$ cat src/rtl/tetris_input_pkg.sv
// Shared types and default timing constants for the Tetris key input path.
package tetris_input_pkg;

   typedef enum logic [1:0] {
      IDLE = 2'd0,
      DAS  = 2'd1,
      ARR  = 2'd2
   } key_state_e;

   localparam int DEB_TICKS_DEF = 2;
   localparam int DAS_TICKS_DEF = 17;
   localparam int ARR_TICKS_DEF = 5;

   function automatic int max2(input int a, input int b);
      return (a > b) ? a : b;
   endfunction

endpackage

$ cat src/rtl/key_channel.sv
// One key: 2-flop synchronizer, tick-sampled debouncer and, with
// KEY_AUTO_REPEAT_EN defined, the DAS/ARR auto-repeat FSM.
module key_channel
   import tetris_input_pkg::*;
#(
   parameter int DEB_TICKS = DEB_TICKS_DEF,
   parameter int DAS_TICKS = DAS_TICKS_DEF,
   parameter int ARR_TICKS = ARR_TICKS_DEF
) (
   input  logic clk,
   input  logic rst_n,
   input  logic tick,
   input  logic key_raw,
   output logic key_level,
   output logic key_press,
   output logic key_repeat
);

   localparam int DW = $clog2(DEB_TICKS + 1);

   if (DEB_TICKS < 1 || DAS_TICKS < 1 || ARR_TICKS < 1) begin : g_bad_params
      $error("key_channel: tick counts must be at least 1");
   end

   logic          key_s1, key_s2;
   logic [DW-1:0] deb_cnt, deb_cnt_n;
   logic          level_n, press_n, repeat_n;
   logic          rise, fall;

`ifdef KEY_AUTO_REPEAT_EN
   localparam int RW = $clog2(max2(DAS_TICKS, ARR_TICKS) + 1);
   key_state_e    state, state_n;
   logic [RW-1:0] rpt_cnt, rpt_cnt_n;

   always_ff @(posedge clk or negedge rst_n) begin
      if (!rst_n) begin
         state   <= IDLE;
         rpt_cnt <= '0;
      end else begin
         state   <= state_n;
         rpt_cnt <= rpt_cnt_n;
      end
   end
`endif

   always_ff @(posedge clk or negedge rst_n) begin
      if (!rst_n) begin
         key_s1     <= 1'b0;
         key_s2     <= 1'b0;
         deb_cnt    <= '0;
         key_level  <= 1'b0;
         key_press  <= 1'b0;
         key_repeat <= 1'b0;
      end else begin
         key_s1     <= key_raw;
         key_s2     <= key_s1;
         deb_cnt    <= deb_cnt_n;
         key_level  <= level_n;
         key_press  <= press_n;
         key_repeat <= repeat_n;
      end
   end

   always_comb begin
      deb_cnt_n = deb_cnt;
      level_n   = key_level;
      rise      = 1'b0;
      fall      = 1'b0;
      if (tick) begin
         if (key_s2 == key_level) begin
            deb_cnt_n = '0;
         end else if (deb_cnt == DW'(DEB_TICKS - 1)) begin
            level_n   = key_s2;
            deb_cnt_n = '0;
            rise      = key_s2;
            fall      = ~key_s2;
         end else begin
            deb_cnt_n = deb_cnt + 1'b1;
         end
      end
      press_n = rise;
   end

`ifdef KEY_AUTO_REPEAT_EN
   // An accepted release wins over a repeat landing on the same tick.
   always_comb begin
      state_n   = state;
      rpt_cnt_n = rpt_cnt;
      repeat_n  = 1'b0;
      case (state)
         IDLE: begin
            if (rise) begin
               state_n   = DAS;
               rpt_cnt_n = '0;
            end
         end
         DAS: begin
            if (fall) begin
               state_n = IDLE;
            end else if (tick) begin
               if (rpt_cnt == RW'(DAS_TICKS - 1)) begin
                  repeat_n  = 1'b1;
                  rpt_cnt_n = '0;
                  state_n   = ARR;
               end else begin
                  rpt_cnt_n = rpt_cnt + 1'b1;
               end
            end
         end
         ARR: begin
            if (fall) begin
               state_n = IDLE;
            end else if (tick) begin
               if (rpt_cnt == RW'(ARR_TICKS - 1)) begin
                  repeat_n  = 1'b1;
                  rpt_cnt_n = '0;
               end else begin
                  rpt_cnt_n = rpt_cnt + 1'b1;
               end
            end
         end
         default: state_n = IDLE;
      endcase
   end
`else
   assign repeat_n = 1'b0;
`endif

endmodule

$ cat src/rtl/key_debounce_repeat.sv
// Tick synchronizer/edge detector shared by NKEYS key_channel instances.
// Auto-repeat is built only when KEY_AUTO_REPEAT_EN is defined.
module key_debounce_repeat
   import tetris_input_pkg::*;
#(
   parameter int NKEYS     = 4,
   parameter int DEB_TICKS = DEB_TICKS_DEF,
   parameter int DAS_TICKS = DAS_TICKS_DEF,
   parameter int ARR_TICKS = ARR_TICKS_DEF
) (
   input  logic             clk,
   input  logic             rst_n,
   input  logic             tick_100hz_in,
   input  logic [NKEYS-1:0] keys_raw,
   output logic [NKEYS-1:0] key_level,
   output logic [NKEYS-1:0] key_press,
   output logic [NKEYS-1:0] key_repeat
);

   logic       tick_s1, tick_s2, tick_prev, tick;
   logic       armed;
   logic [1:0] sync_full;

   // sync_full marks when tick_s2 holds a real sample rather than its reset
   // value, so a wave already high at reset release cannot arm the detector.
   always_ff @(posedge clk or negedge rst_n) begin
      if (!rst_n) begin
         tick_s1   <= 1'b0;
         tick_s2   <= 1'b0;
         tick_prev <= 1'b0;
         sync_full <= 2'b00;
         armed     <= 1'b0;
         tick      <= 1'b0;
      end else begin
         tick_s1   <= tick_100hz_in;
         tick_s2   <= tick_s1;
         tick_prev <= tick_s2;
         sync_full <= {sync_full[0], 1'b1};
         armed     <= armed | (sync_full[1] & ~tick_s2);
         tick      <= armed & tick_s2 & ~tick_prev;
      end
   end

   for (genvar i = 0; i < NKEYS; i++) begin : g_key
      key_channel #(
         .DEB_TICKS (DEB_TICKS),
         .DAS_TICKS (DAS_TICKS),
         .ARR_TICKS (ARR_TICKS)
      ) u_key_channel (
         .clk        (clk),
         .rst_n      (rst_n),
         .tick       (tick),
         .key_raw    (keys_raw[i]),
         .key_level  (key_level[i]),
         .key_press  (key_press[i]),
         .key_repeat (key_repeat[i])
      );
   end

endmodule

$ cat config.mk
export PLATFORM = sky130hd
export DESIGN_NAME = key_debounce_repeat
export DESIGN_NICKNAME = d
export VERILOG_FILES = /design/src/rtl/tetris_input_pkg.sv /design/src/rtl/key_channel.sv /design/src/rtl/key_debounce_repeat.sv
export SDC_FILE = /design/constraint.sdc
export NUM_CORES = 1
export LEC_CHECK = 0
export ABC_AREA = 1
export CAP_MARGIN = 40
export CORE_UTILIZATION = 51
export DETAILED_ROUTE_END_ITERATION = 6
export GPL_TIMING_DRIVEN = 0
export PLACE_DENSITY = 0.76
export SLEW_MARGIN = 15
export SYNTH_ARGS = -nofsm -noshare
export SYNTH_HDL_FRONTEND = slang
export SYNTH_SLANG_ARGS = --single-unit
$ cat constraint.sdc
create_clock -name clk -period 1.2 [get_ports clk]
set_clock_uncertainty 0.2 [all_clocks]
set_input_delay 0.18 -clock clk [delete_from_list [all_inputs] [get_ports clk]]
set_output_delay 0.18 -clock clk [all_outputs]
set_load 0.01 [all_outputs]
Yosys cells after proc, flatten, opt, wreduce, memory -nomap -nowiden
Cells that the tools add are included.
{ "op_classes": {"add_sub_neg": 4, "eq_ne": 8, "muxes": 20, "bitwise": 10, "n_reduce_logical": 4} }
{ "op_table": {"columns": ["operator", "count"], "rows": [
  ["$mux 2", 8],
  ["$mux 1", 12],
  ["$reduce_and 3->1", 4],
  ["$add 2x1->2 const B", 4],
  ["$eq 2x1->1 const B", 4],
  ["$not 1->1", 6],
  ["$eq 1x1->1", 4],
  ["$and 1x1->1", 3],
  ["$or 1x1->1", 1]
]} }
{ "word_totals": {"ff_bits": 31, "input_bits": 7, "output_inout_bits": 12, "wordCells": 72} }

Depth between registers and ports, before layout
Gate-level depths: netlist of the first run.
{ "logic_depth": {"depth_word": 4, "depth_mapped": 5} }

Modules after synthesis
A second synthesis of the first run with hierarchy kept.
{ "unflattened": {"hier_cells": 122, "hier_area_um2": 1174.9} }
{ "by_module_without_submodules": {"columns": ["module", "instances", "cells_each", "area_each_um2", "seq_area_each_um2"], "rows": [
  ["key_channel", 4, 27, 242.7, 150.1],
  ["key_debounce_repeat", 1, 14, 203.9, 175.2]
]} }

Worst setup path after synthesis of the first run
No wires, ideal clock.
{ "synth_path": {"path_type": "reg2reg", "start": "register tick", "end": "register g_key[1].u_key_channel.key_level", "arrival_ns": 0.733, "t_required_ns": 0.882, "path_slack_ns": 0.148, "stages_incl_launch_ff": 6, "path_buffers": 0, "path_cell_list": "dfrtp_1 inv_2 a21oi_2 nand3_1 nand2_1 nand2_1"} }
{ "synth_between": {"elab_chain_len": 1} }
{ "synth_rtl": {"columns": ["element", "line_no", "text"], "rows": [
  ["start, declared", "key_debounce_repeat.sv:20", "logic tick_s1, tick_s2, tick_prev, tick;"],
  ["start signal, assigned", "key_debounce_repeat.sv:40", "tick <= armed & tick_s2 & ~tick_prev;"],
  ["$reduce_and 3->1 (no line)", null, null],
  ["end signal, assigned", "key_channel.sv:58", "key_level <= level_n;"],
  ["end, declared", "key_channel.sv:14", "output logic key_level,"]
]} }
No other way between the ends.
A chain may end at the register's enable or synchronous reset.

Final worst setup path of the first run
{ "layout_path": {"start": "register g_key[3].u_key_channel.key_level", "end": "output key_level[3]"} }
{ "layout_rtl": {"columns": ["element", "line_no", "text"], "rows": [
  ["start, declared", "key_channel.sv:14", null],
  ["start signal, assigned", "key_channel.sv:58", null],
  ["end, declared", "key_debounce_repeat.sv:15", "output logic [NKEYS-1:0] key_level,"]
]} }
No word-level cell between the ends.

==> run metrics, run 1 <==
status finished, violations left; failing checks negative setup slack; beginning of the critical path g_key[3].u_key_channel.key_level$_DFFE_PN0P_; Detail Placement HPWL 1.14 mm; via count 741; mapped cell area 1200 um2; Lkg Pwr 0.760 nW; DRT iter0 DRCs 7; vias in the first global route 700; most frequent cell after synthesis dfrtp_1; row count 17; largest net degree at the start of global routing 32; Post-Layout Inst Area 1490 um2; mux cell area share after synthesis 0; Crit Reg-Reg Startpoint g_key[1].u_key_channel.key_level$_DFFE_PN0P_; Worst-Skew Late Latency 320 ps; Die Area 2550 um2; CP arrival 850 ps; drt pass-1 iters 4; Hold WC Path Type in -> reg; crit end category primary output; dpl cells 155; Crit Path Max Fanout 2; register area 776 um2; final setup TNS -102 ps; Ant. Diodes 0; Seq/Total Area, Yosys 0.646; total gr overflow 0; clk buf depth 2; CP required 820 ps; crit path kind reg -> out; Post-synth EDFFs 0; ANT nets after route 0; final cell count without fillers 162; largest family of logic cells by synthesized area simple AND/OR/NAND/NOR gates; H-tree levels 2; crit path max-delay cell type dfrtp_1; Core Footprint 2210 um2; Worst Setup Slack, final -30.0 ps; clock sink total 31; Fin. Hold Viols 0; Multi-input gate area 319 um2; Synth Instances 110; post-synthesis compound-gate area fraction 0.0302; Final min period 1230 ps; Post-synth ARST share 1.00; final wirelength 1.63 mm; Reg clk slew, reported paths 100 ps; initial antenna violation count 0; XOR/XNOR share of the synthesized area 0.0219; post-synth top area cell dfrtp_1; post-synth cell types 19; Synth top area share 0.646; ranking of synthesized cells by area dfrtp_1 65%, buf_4 7.5%, nand2_1 6.6%; final worst-path cycle share 1.03; CTS tree yes; crit path launch type register; Worst Tran Pin Value 648 ps; Port Buffers 14; Slew headroom 0.568; nets 140; die height 50.5 um; Avg Cell Area, Syn 10.9 um2; routed len/inst 10.0 um; number of I/O pins 19; synth cell count leaders 31 x dfrtp_1, 21 x nand2_1, 12 x buf_4, 12 x inv_1, 8 x nand3_1; fmax 0.813 GHz; max-slew violations 0; Yosys warning total 0; worst path bufs/invs 1; simple-gate area share of the yosys netlist 0.171; RSZ-0062 raised after global routing true; Initial Utilization 0.543; Max Cap Viol 0; post-DR vias/cell 4.57; placed cell area 1380 um2; clock root buffer clkbuf_4; PD cells 1830 nW/um2; global-route wire length before repair 2.86 mm; Placer Congestion 0.647; crit-path cells buf_6; min-delay src keys_raw[2]; gr usage total 0.167; Seq cells post-synth 31; Final Setup Violations 6; fill cell count 171; Inserted Clock Buffers 5; layout cells sized above 1 0.276; Post-synth top flop dfrtp_1; Post-Synth Adder-Cell Area 0; pre-CTS WS -228 ps; Top delay family on crit path flip-flops; Crit path largest cell delay 400 ps; synthesis-to-layout area growth 24.3%; Peak VDD IR 0.00123 V; Die W 50.5 um; Remaining DRCs 0
## cell families after synthesis
group | count (synthesis)
xor gates and xnor gates | 3
DFF | 31
AOI/OAI and AO/OA | 6
buffers and inverters | 26
other | 2
and+or+nand+nor | 42
## routing by layer
| metal | global-route usage | share of wire |
|---|---|---|
| met2 | 0.260 | 0.50 |
| met4 | 0.0972 | 0.019 |
| met3 | 0.0909 | 0.047 |
| met5 | 0 | 0 |
| met1 | 0.177 | 0.43 |
## where the power goes
group	switching, mW	internal (mW)
Combinational	0.345	0.392
Clock	0.332	0.342
Sequential	0.119	1.20
## repair_timing
item	CTS	global route
setup endpoints to repair	8	16
gates resized for setup	40	6
buffers inserted	4	2
endpoints found under the hold margin	31	0
pin swaps	0	0
hold buffers	1	0
gates cloned	0	0
## worst paths after layout
kind                       depth (start not counted)                                       endpoint  slack (ps)
setup / recovery                                   1                                   key_level[3]         -30
hold / removal                                     1        g_key[2].u_key_channel.key_s1$_DFF_PN0_          80
setup reg to reg                                   5   g_key[1].u_key_channel.key_level$_DFFE_PN0P_          40
hold reg to reg                                    0        g_key[0].u_key_channel.key_s2$_DFF_PN0_         150
max in group asynchronous                          2     g_key[1].u_key_channel.key_press$_DFF_PN0_         130
min in group asynchronous                          2  g_key[0].u_key_channel.deb_cnt[0]$_DFFE_PN0P_         240
## stage by stage
step	util	hold slack (ps)	power, mW
finish	0.675	83.1	2.73
global route	0.675	52.7	2.91
CTS	0.653	68.0	2.70
detailed placement	0.625	45.9	2.00
global placement	0.627	133	1.97
floorplan	-	-316	1.75
## registers in the layout, summed over array words and instances, names as in the netlist
signal,cells
armed,1
g_key.u_key_channel.deb_cnt,8
g_key.u_key_channel.key_level,4
g_key.u_key_channel.key_press,4
g_key.u_key_channel.key_s1,4
g_key.u_key_channel.key_s2,4
sync_full,2
tick,1
tick_prev,1
tick_s1,1
tick_s2,1
## cells in the final DEF (no fill, tap or decap), types with 2 or more instances in the layout
| cell type | instances |
|---|---|
| buf_4 | 10 |
| buf_6 | 9 |
| clkbuf_4 | 5 |
| clkbuf_8 | 2 |
| clkdlybuf4s50_1 | 5 |
| conb_1 | 5 |
| dfrtp_1 | 31 |
| inv_1 | 11 |
| inv_2 | 2 |
| nand2_1 | 20 |
| nand3_1 | 8 |
| nand3b_1 | 3 |
| nor2_1 | 4 |
| nor3_1 | 3 |
| o21ai_0 | 3 |
| xor2_2 | 3 |
## cell type report
| type | count | area share |
|---|---|---|
| multi-input cells | 56 | 0.214 |
| inverters | 13 | 0.0327 |
| repair buffers | 21 | 0.134 |
| clock buffers | 7 | 0.0436 |
| flip-flops and latches | 31 | 0.520 |
| plain buffers | 5 | 0.0277 |
| well taps | 28 | 0.0235 |
| clock inverters | 1 | 0.00503 |
Power figures use the tool's default switching activity.
==> run 2: changes to the inputs <==
Settings changed: CTS_CLUSTER_SIZE from default to 16.
==> results of run 2 <==
No change in the layout: final DEF, timing and power equal those of run 1.
